===== src/rtl/current_off_ctrl.sv =====
// Over-current shutdown sequencer: debounces a synced fault flag, then holds the output
// disabled for a cooldown per trip and latches off after too many trips in a row.
module current_off_ctrl #(
  parameter int DEBOUNCE_CYC  = 4,
  parameter int COOLDOWN_CYC  = 1000,
  parameter int MAX_RETRY     = 3,
  parameter int RETRY_CLR_CYC = 100000,
  parameter int CNT_W         = 20
) (
  input  logic       clk,
  input  logic       reset,
  input  logic       enable,
  input  logic       oc_fault_in,
  input  logic       clear,
  output logic       dis_out,
  output logic       trip_pulse,
  output logic       locked,
  output logic [7:0] retry_cnt,
  output logic [2:0] state
);

  typedef enum logic [2:0] {
    S_OFF     = 3'd0,
    S_ARMED   = 3'd1,
    S_FILTER  = 3'd2,
    S_TRIP    = 3'd3,
    S_LOCKOUT = 3'd4
  } state_t;

  localparam logic [CNT_W-1:0] DEB_LAST  = CNT_W'(DEBOUNCE_CYC - 1);
  localparam logic [CNT_W-1:0] COOL_LAST = CNT_W'(COOLDOWN_CYC - 1);
  localparam logic [CNT_W-1:0] CLR_LAST  = CNT_W'(RETRY_CLR_CYC - 1);
  localparam logic [7:0]       MAX_R     = 8'(MAX_RETRY);

  state_t           r_state, w_nxt;
  logic [1:0]       r_sync;
  logic [CNT_W-1:0] r_deb, r_clr, r_cool, w_deb, w_clr, w_cool;
  logic [7:0]       r_retry, w_retry, w_retry_inc;
  logic             r_dis, r_trip, r_locked;
  logic             w_trip, w_fault_s, w_active;

  assign w_fault_s   = r_sync[1];
  assign w_retry_inc = (r_retry == 8'hFF) ? r_retry : r_retry + 8'd1;
  assign w_active    = (r_state == S_ARMED) || (r_state == S_FILTER) || (r_state == S_TRIP);

  always_comb begin
    w_nxt   = r_state;
    w_deb   = r_deb;
    w_clr   = '0;
    w_cool  = r_cool;
    w_retry = r_retry;
    w_trip  = 1'b0;
    // Dropping enable abandons any debounce or cooldown, but never escapes lockout.
    if (!enable && w_active) begin
      w_nxt   = S_OFF;
      w_deb   = '0;
      w_cool  = '0;
      w_retry = '0;
    end else begin
      case (r_state)
        S_OFF: begin
          w_deb   = '0;
          w_cool  = '0;
          w_retry = '0;
          if (enable) w_nxt = S_ARMED;
        end
        S_ARMED: begin
          if (w_fault_s) begin
            w_deb = CNT_W'(1);
            if (DEBOUNCE_CYC == 1) w_trip = 1'b1;
            else                   w_nxt  = S_FILTER;
          end else if (r_clr == CLR_LAST) begin
            w_retry = '0;
          end else begin
            w_clr = r_clr + CNT_W'(1);
          end
        end
        S_FILTER: begin
          if (!w_fault_s) begin
            w_nxt = S_ARMED;
            w_deb = '0;
          end else if (r_deb == DEB_LAST) begin
            w_trip = 1'b1;
          end else begin
            w_deb = r_deb + CNT_W'(1);
          end
        end
        S_TRIP: begin
          if (r_cool == COOL_LAST) begin
            if (r_retry >= MAX_R) w_nxt  = S_LOCKOUT;
            else if (w_fault_s)   w_cool = '0;
            else                  w_nxt  = S_ARMED;
          end else begin
            w_cool = r_cool + CNT_W'(1);
          end
        end
        S_LOCKOUT: begin
          if (clear && !w_fault_s) begin
            w_retry = '0;
            w_nxt   = enable ? S_ARMED : S_OFF;
          end
        end
        default: w_nxt = S_OFF;
      endcase
    end
    if (w_trip) begin
      w_nxt   = S_TRIP;
      w_retry = w_retry_inc;
      w_cool  = '0;
      w_deb   = '0;
    end
  end

  always_ff @(posedge clk) begin
    if (reset) begin
      r_sync   <= '0;
      r_state  <= S_OFF;
      r_deb    <= '0;
      r_clr    <= '0;
      r_cool   <= '0;
      r_retry  <= '0;
      r_dis    <= 1'b1;
      r_trip   <= 1'b0;
      r_locked <= 1'b0;
    end else begin
      r_sync   <= {r_sync[0], oc_fault_in};
      r_state  <= w_nxt;
      r_deb    <= w_deb;
      r_clr    <= w_clr;
      r_cool   <= w_cool;
      r_retry  <= w_retry;
      r_dis    <= (w_nxt == S_OFF) || (w_nxt == S_TRIP) || (w_nxt == S_LOCKOUT);
      r_trip   <= w_trip;
      r_locked <= (w_nxt == S_LOCKOUT);
    end
  end

  assign dis_out    = r_dis;
  assign trip_pulse = r_trip;
  assign locked     = r_locked;
  assign retry_cnt  = r_retry;
  assign state      = r_state;

endmodule


===== config.mk =====
export PLATFORM = sky130hd
export DESIGN_NAME = current_off_ctrl
export DESIGN_NICKNAME = d
export VERILOG_FILES = /design/src/rtl/current_off_ctrl.sv
export SDC_FILE = /design/constraint.sdc
export NUM_CORES = 1
export LEC_CHECK = 0
export CAP_MARGIN = 5
export CORE_AREA = 3 3 101 103
export CTS_CLUSTER_SIZE = 10
export DETAILED_ROUTE_END_ITERATION = 6
export DIE_AREA = 0 0 104 106
export PLACE_DENSITY = 0.66
export SLEW_MARGIN = 20
export SYNTH_ARGS = -nofsm -noshare
export SYNTH_HDL_FRONTEND = slang
export SYNTH_SLANG_ARGS = --single-unit

===== constraint.sdc =====
create_clock -name clk -period 1.8 [get_ports clk]
set_input_delay 0.36 -clock clk [delete_from_list [all_inputs] [get_ports clk]]
set_output_delay 0.36 -clock clk [all_outputs]
set_load 0.01 [all_outputs]

# Word level (Yosys, flattened, before mapping)
# Cells that the tools add are included.
# word_totals
regBits,76
latch_bits,0
mem_bits_rw,0
mem_bits_ro,0
in_bits,5
output_inout_bits,14
elab_cells,80
mem_count,0
# op_classes
add_sub_neg,4
n_mul,0
n_div,0
n_lt_le_gt_ge,1
eq_ne,18
shift,0
n_mux,29
n_bitwise,1
n_reduce_logical,18
# ops
op,count
20-bit two-way mux,6
20-bit by 1-bit adder with 20-bit output (second input constant),3
20-bit case mux with 3 select lines,1
8-bit two-way mux,6
20-bit case mux with 2 select lines,1
3-bit two-way mux,8
8-bit case mux with 3 select lines,1
20-bit by 10-bit == test with 1-bit output (second input constant),1
20-bit by 17-bit == test with 1-bit output (second input constant),1
20-bit by 2-bit == test with 1-bit output (second input constant),1
3-bit case mux with 5 select lines,1
3-bit by 2-bit == test with 1-bit output (second input constant),3
3-bit inequality test (second input constant),3
8-bit by 1-bit adder with 8-bit output (second input constant),1
8-bit == test (second input constant),1
8-bit by 2-bit >= comparator with 1-bit output (second input constant),1
3-bit == test (second input constant),2
3-bit zero test,2
3-bit AND reduction,2
1-bit two-way mux,5
5-bit AND reduction,1
5-bit nonzero test,1
5-bit OR reduction,1
1-bit logical OR,4
other kinds (11),14

# Longest topological paths before layout
# Gate-level depths: netlist of run 1.
# logic_depth
depth_word,9
ltp_mapped,8
mapped_depth_nobuf,6

# Worst setup path after synthesis of run 1
# Ideal clock, no wire load.
# synth_timing
path_kind,register -> register
from,register r_cool[0]
to,register r_cool[19]
setup_time_ns,0.115
arrival_ns,1.804
required_ns,1.685
path_slack_ns,-0.119
path_stages_with_launch,9
path_buffers,2
synth_period_minus_slack_ns,1.919
cell_sequence,dfxtp_1 -> ha_1 -> nor4b_1 -> nand4_1 -> o21a_1 -> clkbuf_1 -> o21ai_4 -> buf_4 -> nor2_1
# synth_via
elab_chain_len,3
word_cells_on_any_way,7
classes_between,add/sub: 1; eq/ne: 3; mux: 2; reduce/logical: 1
# synth_lines
item,line,text
from (decl),37,"logic [CNT_W-1:0] r_deb, r_clr, r_cool, w_deb, w_clr, w_cool;"
from (signal assigned),130,r_cool <= w_cool;
20-bit by 1-bit adder with 20-bit output or 20-bit by 10-bit == test with 1-bit output (tied branches),"94, 89",
20-bit two-way mux or 3-bit inequality test (tied branches),--,
20-bit case mux with 2 select lines or 3-bit AND reduction (tied branches),--,
# Parallel ways exist; a longest one is shown, timed or not.
# A chain may end at the register's enable or synchronous reset.

# Final worst setup path of run 1
# layout_timing
from,register r_retry[3] (netlist: retry_cnt[3])
to,register r_cool[3]
# layout_via
elab_chain_len,3
# layout_lines
item,line,text
from (decl),38,"logic [7:0] r_retry, w_retry, w_retry_inc;"
from (signal assigned),131,r_retry <= w_retry;
8-bit by 2-bit >= comparator with 1-bit output,90,if (r_retry >= MAX_R) w_nxt = S_LOCKOUT;
3-bit inequality test (no line),--,
3-bit AND reduction (no line),--,
# Every way passes these cells.

==> impl_metrics.py, run 1 <==
metrics = {
    "yosys": {
        "ys_seq_area_share_pct": 40.8,
        "synth_edf_count": 0,
        "avgSynthCellArea_um2": 8.48,
        "syn_nets": 448,
        "synth_seq_cells": 76,
        "syn_area_um2": 3720,
        "syn_inst": 439,
        "synth_warnings": 0,
        "synthDistinctLibCells": 57,
        "synth_top_flop_cell": "dfxtp_1",
        "synthArstFlopShare_pct": 0,
    },
    "outcome": {
        "status": "complete, but fails checks",
        "failed_checks": "setup timing",
    },
    "cells_and_area": {
        "area_growth_pct": 40.5,
        "drive_gt1_share_pct": 30.0,
        "final_cell_mix": "91 x buf_4, 72 x nor2_1, 64 x dfxtp_1",
        "layout_commonest_cell": "buf_4",
        "final_nets": 564,
        "n_antenna_cell": 0,
    },
    "global_route": {
        "gr-usage-met3_pct": 3.52,
        "grt_pass1_vias": 3365,
        "met1_usage_pct": 21.3,
        "grt_start_max_net_pins": 18,
        "antenna_found_initial": 0,
        "busiest_layer": "met2",
        "grt_usage_pct": 16.7,
        "grt_use_met2_pct": 27.5,
        "grt_remaining_overflow": 0,
        "grt_first_pass_wirelength_um": 15300,
    },
    "power_and_ir_drop": {
        "p_clk_share_pct": 42.2,
        "power.leakage_nw": 1.95,
        "vdd_drop_max_mv": 0.365,
        "pwr-share-comb_pct": 8.3,
        "swShare_pct": 24.0,
        "powerDensity_nw_per_um2": 656,
        "seq_power_share_pct": 49.5,
        "p_int_w": 0.00261,
        "p_sw_w": 0.000825,
    },
    "drt": {
        "detail_route.first_pass.iterations": 4,
        "drtIter0Drc": 123,
        "final_antenna_net_count": 0,
        "routedWlPerCell_um": 13.3,
        "vias_per_cell": 5.10,
        "drc": 0,
        "vias": 3513,
        "wirelength_um": 9170,
    },
    "placed_design": {
        "dp_hpwl_um": 6490,
        "place.gp.congestion": 0.855,
        "place_ws_ps": -330,
        "io_buffers": 18,
    },
    "clock_network": {
        "cts_buffer_depth": 2,
        "clockRootBuffer": "clkbuf_8",
        "cts_sinks": 76,
        "clkLatencyLatePin_ps": 360,
        "cts_hold_buffers": 0,
        "htreeDepth": 3,
        "clkTransAtPathRegs_ps": 80,
        "cts_buffers": 9,
        "tritoncts": "built",
    },
    "timing": {
        "min_period_over_period_pct": 103,
        "finalCriticalPeriod_ps": 1850,
        "skew_ps": 10.2,
        "max_freq_ghz": 0.542,
        "tightestPinTransition_ps": 361,
        "maxSlewViolCount": 0,
        "slew_headroom_pct": 75.9,
        "setup-violations-final": 2,
        "finalHoldViolations": 0,
        "finalWorstSetupSlack_ps": -46.6,
        "hold_ws_ps": 443,
        "rsz0062_at_grt": "yes",
    },
    "critical_path": {
        "cp-end-kind": "flip-flop",
        "crit_path_start_kind": "flip-flop",
        "crit_type": "reg2reg",
        "worstPathMaxFanout": 4,
        "critPathArrivalTime_ps": 2140,
        "required_ps": 2090,
    },
    "floorplan": {
        "dieWidth_um": 104,
        "core_area_um2": 9280,
        "die_h_um": 106,
        "design.die.area_um2": 11000,
        "num_rows": 35,
        "boundaryPins": 19,
        "initial_core_util_pct": 40.1,
    },
    "worst_hold_path": {
        "hp-class": "reg2reg",
    },
    "job": {
        "max_cap_violations": 0,
    },
}
-- stage by stage --
| step | power, W | cells | TNS, ps | cell area [µm²] | util, % |
|---|---|---|---|---|---|
| 5_1_grt | 0.00357 | 689 | -1170 | 5240 | 56.4 |
| 3_5_place_dp | 0.00199 | 663 | -8210 | 4690 | 50.5 |
| 6_report | 0.00344 | 689 | -46.7 | 5240 | 56.4 |
| 4_1_cts | 0.00344 | 682 | -35.7 | 5000 | 53.8 |
| 2_1_floorplan | 0.00187 | 439 | -550 | 3750 | - |
| 3_3_place_gp | 0.00198 | 663 | -6520 | 4690 | 50.5 |
-- state kept, by name (all words and copies together), names as in the netlist --
| signal | cells |
|---|---|
| r_clr | 20 |
| retry_cnt | 8 |
| r_deb | 20 |
| locked | 1 |
| r_sync | 2 |
| state | 3 |
| r_cool | 20 |
| dis_out | 1 |
| trip_pulse | 1 |
-- worst paths after layout --
check	slack, ps	from	depth (start not counted)	endpoint
max	-50	retry_cnt[3]	5	r_cool[3]
min	440	r_sync[0]	1	r_sync[1]
max reg2reg	-50	retry_cnt[3]	5	r_cool[3]
min reg2reg	440	r_sync[0]	1	r_sync[1]
-- cell families after synthesis --
logic type	after synthesis	synth area share, %
flops	76	40.8
xor+xnor	54	12.7
simple gates	228	31.3
fa+ha+maj	4	1.34
compound gates	50	10.0
mux	5	1.34
buf+inv	22	2.42
-- cell type report --
class	count	area, µm²
Tap cell	129	161
Clock inverter	6	88.8
Timing Repair Buffer	115	942
Sequential cell	76	1540
Fill cell	852	4050
Multi-Input combinational cell	341	2330
Clock buffer	10	128
Inverter	12	45.0
-- synth_stat cells, types with 4 or more instances --
master	instances	area, µm²
and3_1	13	81.3
o21ai_0	13	65.1
inv_1	11	41.3
clkbuf_1	6	22.5
ha_1	4	50.1
nand4_1	19	119
nand2_1	38	143
nor3_1	9	45.0
a21oi_1	9	45.0
and4_1	8	70.1
and2_1	5	31.3
nor2b_1	5	31.3
dfxtp_1	76	1520
nand3_1	23	115
nor2_1	74	278
xnor2_1	25	219
nor4_1	11	68.8
xor2_1	29	254
mux2i_1	5	50.1
-- critical path, stage by stage (launching register included) --
cell      delay [ps]
dfxtp_2          330
or4_4            530
and4bb_2         370
o31ai_4           90
or3_1            330
a21oi_2          140
-- routing by layer --
metal | vias up | wire, µm
li1 | 1780 | -
met1 | 1673 | 4360
met2 | 48 | 4400
met3 | 12 | 252
met4 | 0 | 165
met5 | - | 0
-- repair_timing --
action,in CTS,in global routing
cloned,0,1
resized for setup,18,42
setup buffers,3,7
endpoints found under the setup margin,35,58
pin swaps,4,11
-- power groups by stage --
stage | registers (W) | logic (W) | clock network, W
after floorplan | 0.00174 | 0.000131 | 0
after global placement | 0.00174 | 0.000243 | 0
after detailed placement | 0.00174 | 0.000248 | 0
after CTS | 0.00170 | 0.000267 | 0.00147
after global routing | 0.00170 | 0.000309 | 0.00156
final | 0.00170 | 0.000286 | 0.00145
Power figures use the tool's default switching activity.
==> run 2, diff against run 1 <==
==> constraint.sdc (replaced) <==
create_clock -name clk -period 1.48 [get_ports clk]
set_input_delay 0.148 -clock clk [delete_from_list [all_inputs] [get_ports clk]]
set_output_delay 0.148 -clock clk [all_outputs]
set_load 0.01 [all_outputs]
==> run 2 against run 1 <==
Compared with the run above:
- the run still ends with setup timing left
- non-clock buffer count is 49 higher
- clock-buffer cell count is the same
- combinational power grew 58%
- die area is the same
- maximum frequency is 0.41% lower
- global-route usage grew 2.1 points
- sequential share of layout area fell by 3.5 points
- critical path type unchanged
- register-to-register slack got worse by 330 ps
- clock power increased by 16%
- routed wire length grew 19%
==> impl_metrics.py, run 2 (synthesis results as in run 1) <==
metrics = {
    "global_route": {
        "met1_usage_pct": 22.4,
        "busiest_layer": "met2",
        "grt_usage_pct": 18.8,
        "antenna_found_initial": 0,
        "grt_use_met2_pct": 32.9,
        "grt_remaining_overflow": 0,
        "grt_pass1_vias": 3765,
        "gr-usage-met3_pct": 4.86,
        "grt_start_max_net_pins": 20,
        "grt_first_pass_wirelength_um": 17100,
    },
    "placed_design": {
        "place.gp.congestion": 0.874,
        "dp_hpwl_um": 6930,
        "io_buffers": 18,
        "place_area_um2": 5170,
        "placed_cells": 706,
    },
    "floorplan": {
        "core_area_um2": 9280,
        "num_rows": 35,
        "design.die.area_um2": 11000,
        "boundaryPins": 19,
        "dieWidth_um": 104,
        "initial_core_util_pct": 40.1,
        "die_h_um": 106,
    },
    "worst_hold_path": {
        "hp-class": "in2reg",
    },
    "critical_path": {
        "worstPathMaxFanout": 4,
        "cp-end-kind": "flip-flop",
        "path_delay_family": "simple AND/OR/NAND/NOR gates",
        "slowest_stage": "or4_4",
        "cp_cell_sequence": "or4_4 -> and4bb_2 -> o31ai_4 -> or3_4 -> a21oi_2",
        "required_ps": 1770,
        "crit_path_start_kind": "flip-flop",
        "crit_type": "reg2reg",
        "critPathBufInv": 0,
        "critPathArrivalTime_ps": 2140,
        "max_stage_delay_ps": 540,
    },
    "cells_and_area": {
        "design_area_um2": 6050,
        "n_antenna_cell": 0,
        "final_cell_mix": "127 x buf_4, 55 x nor2_1, 47 x dfxtp_1",
        "drive_gt1_share_pct": 46.9,
        "layout_commonest_cell": "buf_4",
        "reg_top3": "r_clr (20), r_cool (20), r_deb (20)",
        "final_nets": 613,
        "instances_no_fill": 737,
        "area_growth_pct": 62.5,
    },
    "timing": {
        "min_period_over_period_pct": 125,
        "finalHoldViolations": 0,
        "slew_headroom_pct": 73.9,
        "rsz0062_at_grt": "yes",
        "finalWorstSetupSlack_ps": -374,
        "finalCriticalPeriod_ps": 1850,
        "max_freq_ghz": 0.539,
        "tightestPinTransition_ps": 388,
        "skew_ps": 10.8,
        "maxSlewViolCount": 0,
        "setup-violations-final": 72,
    },
    "power_and_ir_drop": {
        "p_clk_share_pct": 40.0,
        "p_int_w": 0.00316,
        "seq_power_share_pct": 49.3,
        "p_sw_w": 0.00104,
        "powerDensity_nw_per_um2": 694,
        "power.leakage_nw": 2.27,
        "vdd_drop_max_mv": 0.523,
        "pwr-share-comb_pct": 10.7,
        "swShare_pct": 24.8,
    },
    "clock_network": {
        "cts_buffer_depth": 2,
        "clkLatencyLatePin_ps": 350,
        "tritoncts": "built",
        "cts_buffers": 9,
        "clockRootBuffer": "clkbuf_8",
        "htreeDepth": 3,
        "cts_sinks": 76,
        "cts_hold_buffers": 0,
        "clkTransAtPathRegs_ps": 90,
    },
    "drt": {
        "drc": 0,
        "vias": 3818,
        "vias_per_cell": 5.18,
        "drtIter0Drc": 145,
        "wirelength_um": 10900,
        "final_antenna_net_count": 0,
        "detail_route.first_pass.iterations": 4,
        "routedWlPerCell_um": 14.8,
    },
    "outcome": {
        "status": "complete, but fails checks",
        "failed_checks": "setup timing",
    },
    "job": {
        "max_cap_violations": 0,
    },
}
## run 2: repair_timing
action	in CTS	in global routing
gates cloned	1	0
pin swaps	46	40
setup buffers	6	10
setup endpoints to repair	84	73
resized for setup	68	72
## run 2: worst register-to-register path, stage by stage, from the launching register on
cell and delay, ps:
dfxtp_2 330, or4_4 540, and4bb_2 360, o31ai_4 110
or3_4 340, a21oi_2 110
## run 2: worst paths after layout
check	start	end	slack, ps	depth (start not counted)
worst max-delay path	retry_cnt[3]	r_cool[3]	-370	5
worst min-delay path	oc_fault_in	r_sync[0]	350	2
worst max register to register	retry_cnt[3]	r_cool[3]	-370	5
worst min register to register	r_sync[0]	r_sync[1]	440	1
## run 2: stage by stage
step | utilization, % | setup slack, ps | total power [W] | TNS (ps) | hold slack (ps)
6_report | 65.2 | -374 | 0.00420 | -14010 | 350
4_1_cts | 60.8 | -374 | 0.00420 | -14270 | 344
3_3_place_gp | 55.7 | -321 | 0.00245 | -17130 | 429
2_1_floorplan | - | -373 | 0.00230 | -10500 | 212
3_5_place_dp | 55.7 | -374 | 0.00246 | -18500 | 430
5_1_grt | 65.2 | -424 | 0.00438 | -18780 | 348
## run 2: area by class of cell
type / count / area (µm²)
tap: 129 / 161
fill: 728 / 3230
timing repair buffer: 164 / 1360
clock buffer: 10 / 149
inverter: 12 / 45.0
clock inverter: 5 / 60.1
sequential: 76 / 1570
multi-input combinational: 341 / 2710
## run 2: metal layers
| metal | part of all wire [%] | wire [µm] | vias up |
|---|---|---|---|
| met5 | 0 | 0 | - |
| met4 | 2.5 | 274 | 0 |
| met3 | 3.6 | 389 | 31 |
| met2 | 51 | 5570 | 79 |
| met1 | 43 | 4640 | 1832 |
| li1 | - | - | 1876 |
## run 2: power by group through the flow
stage	combinational, W	sequential (W)	clock [W]
final	0.000451	0.00207	0.00168
after global routing	0.000478	0.00207	0.00183
after CTS	0.000400	0.00207	0.00173
after detailed placement	0.000342	0.00212	0
after global placement	0.000336	0.00212	0
after floorplan	0.000174	0.00212	0
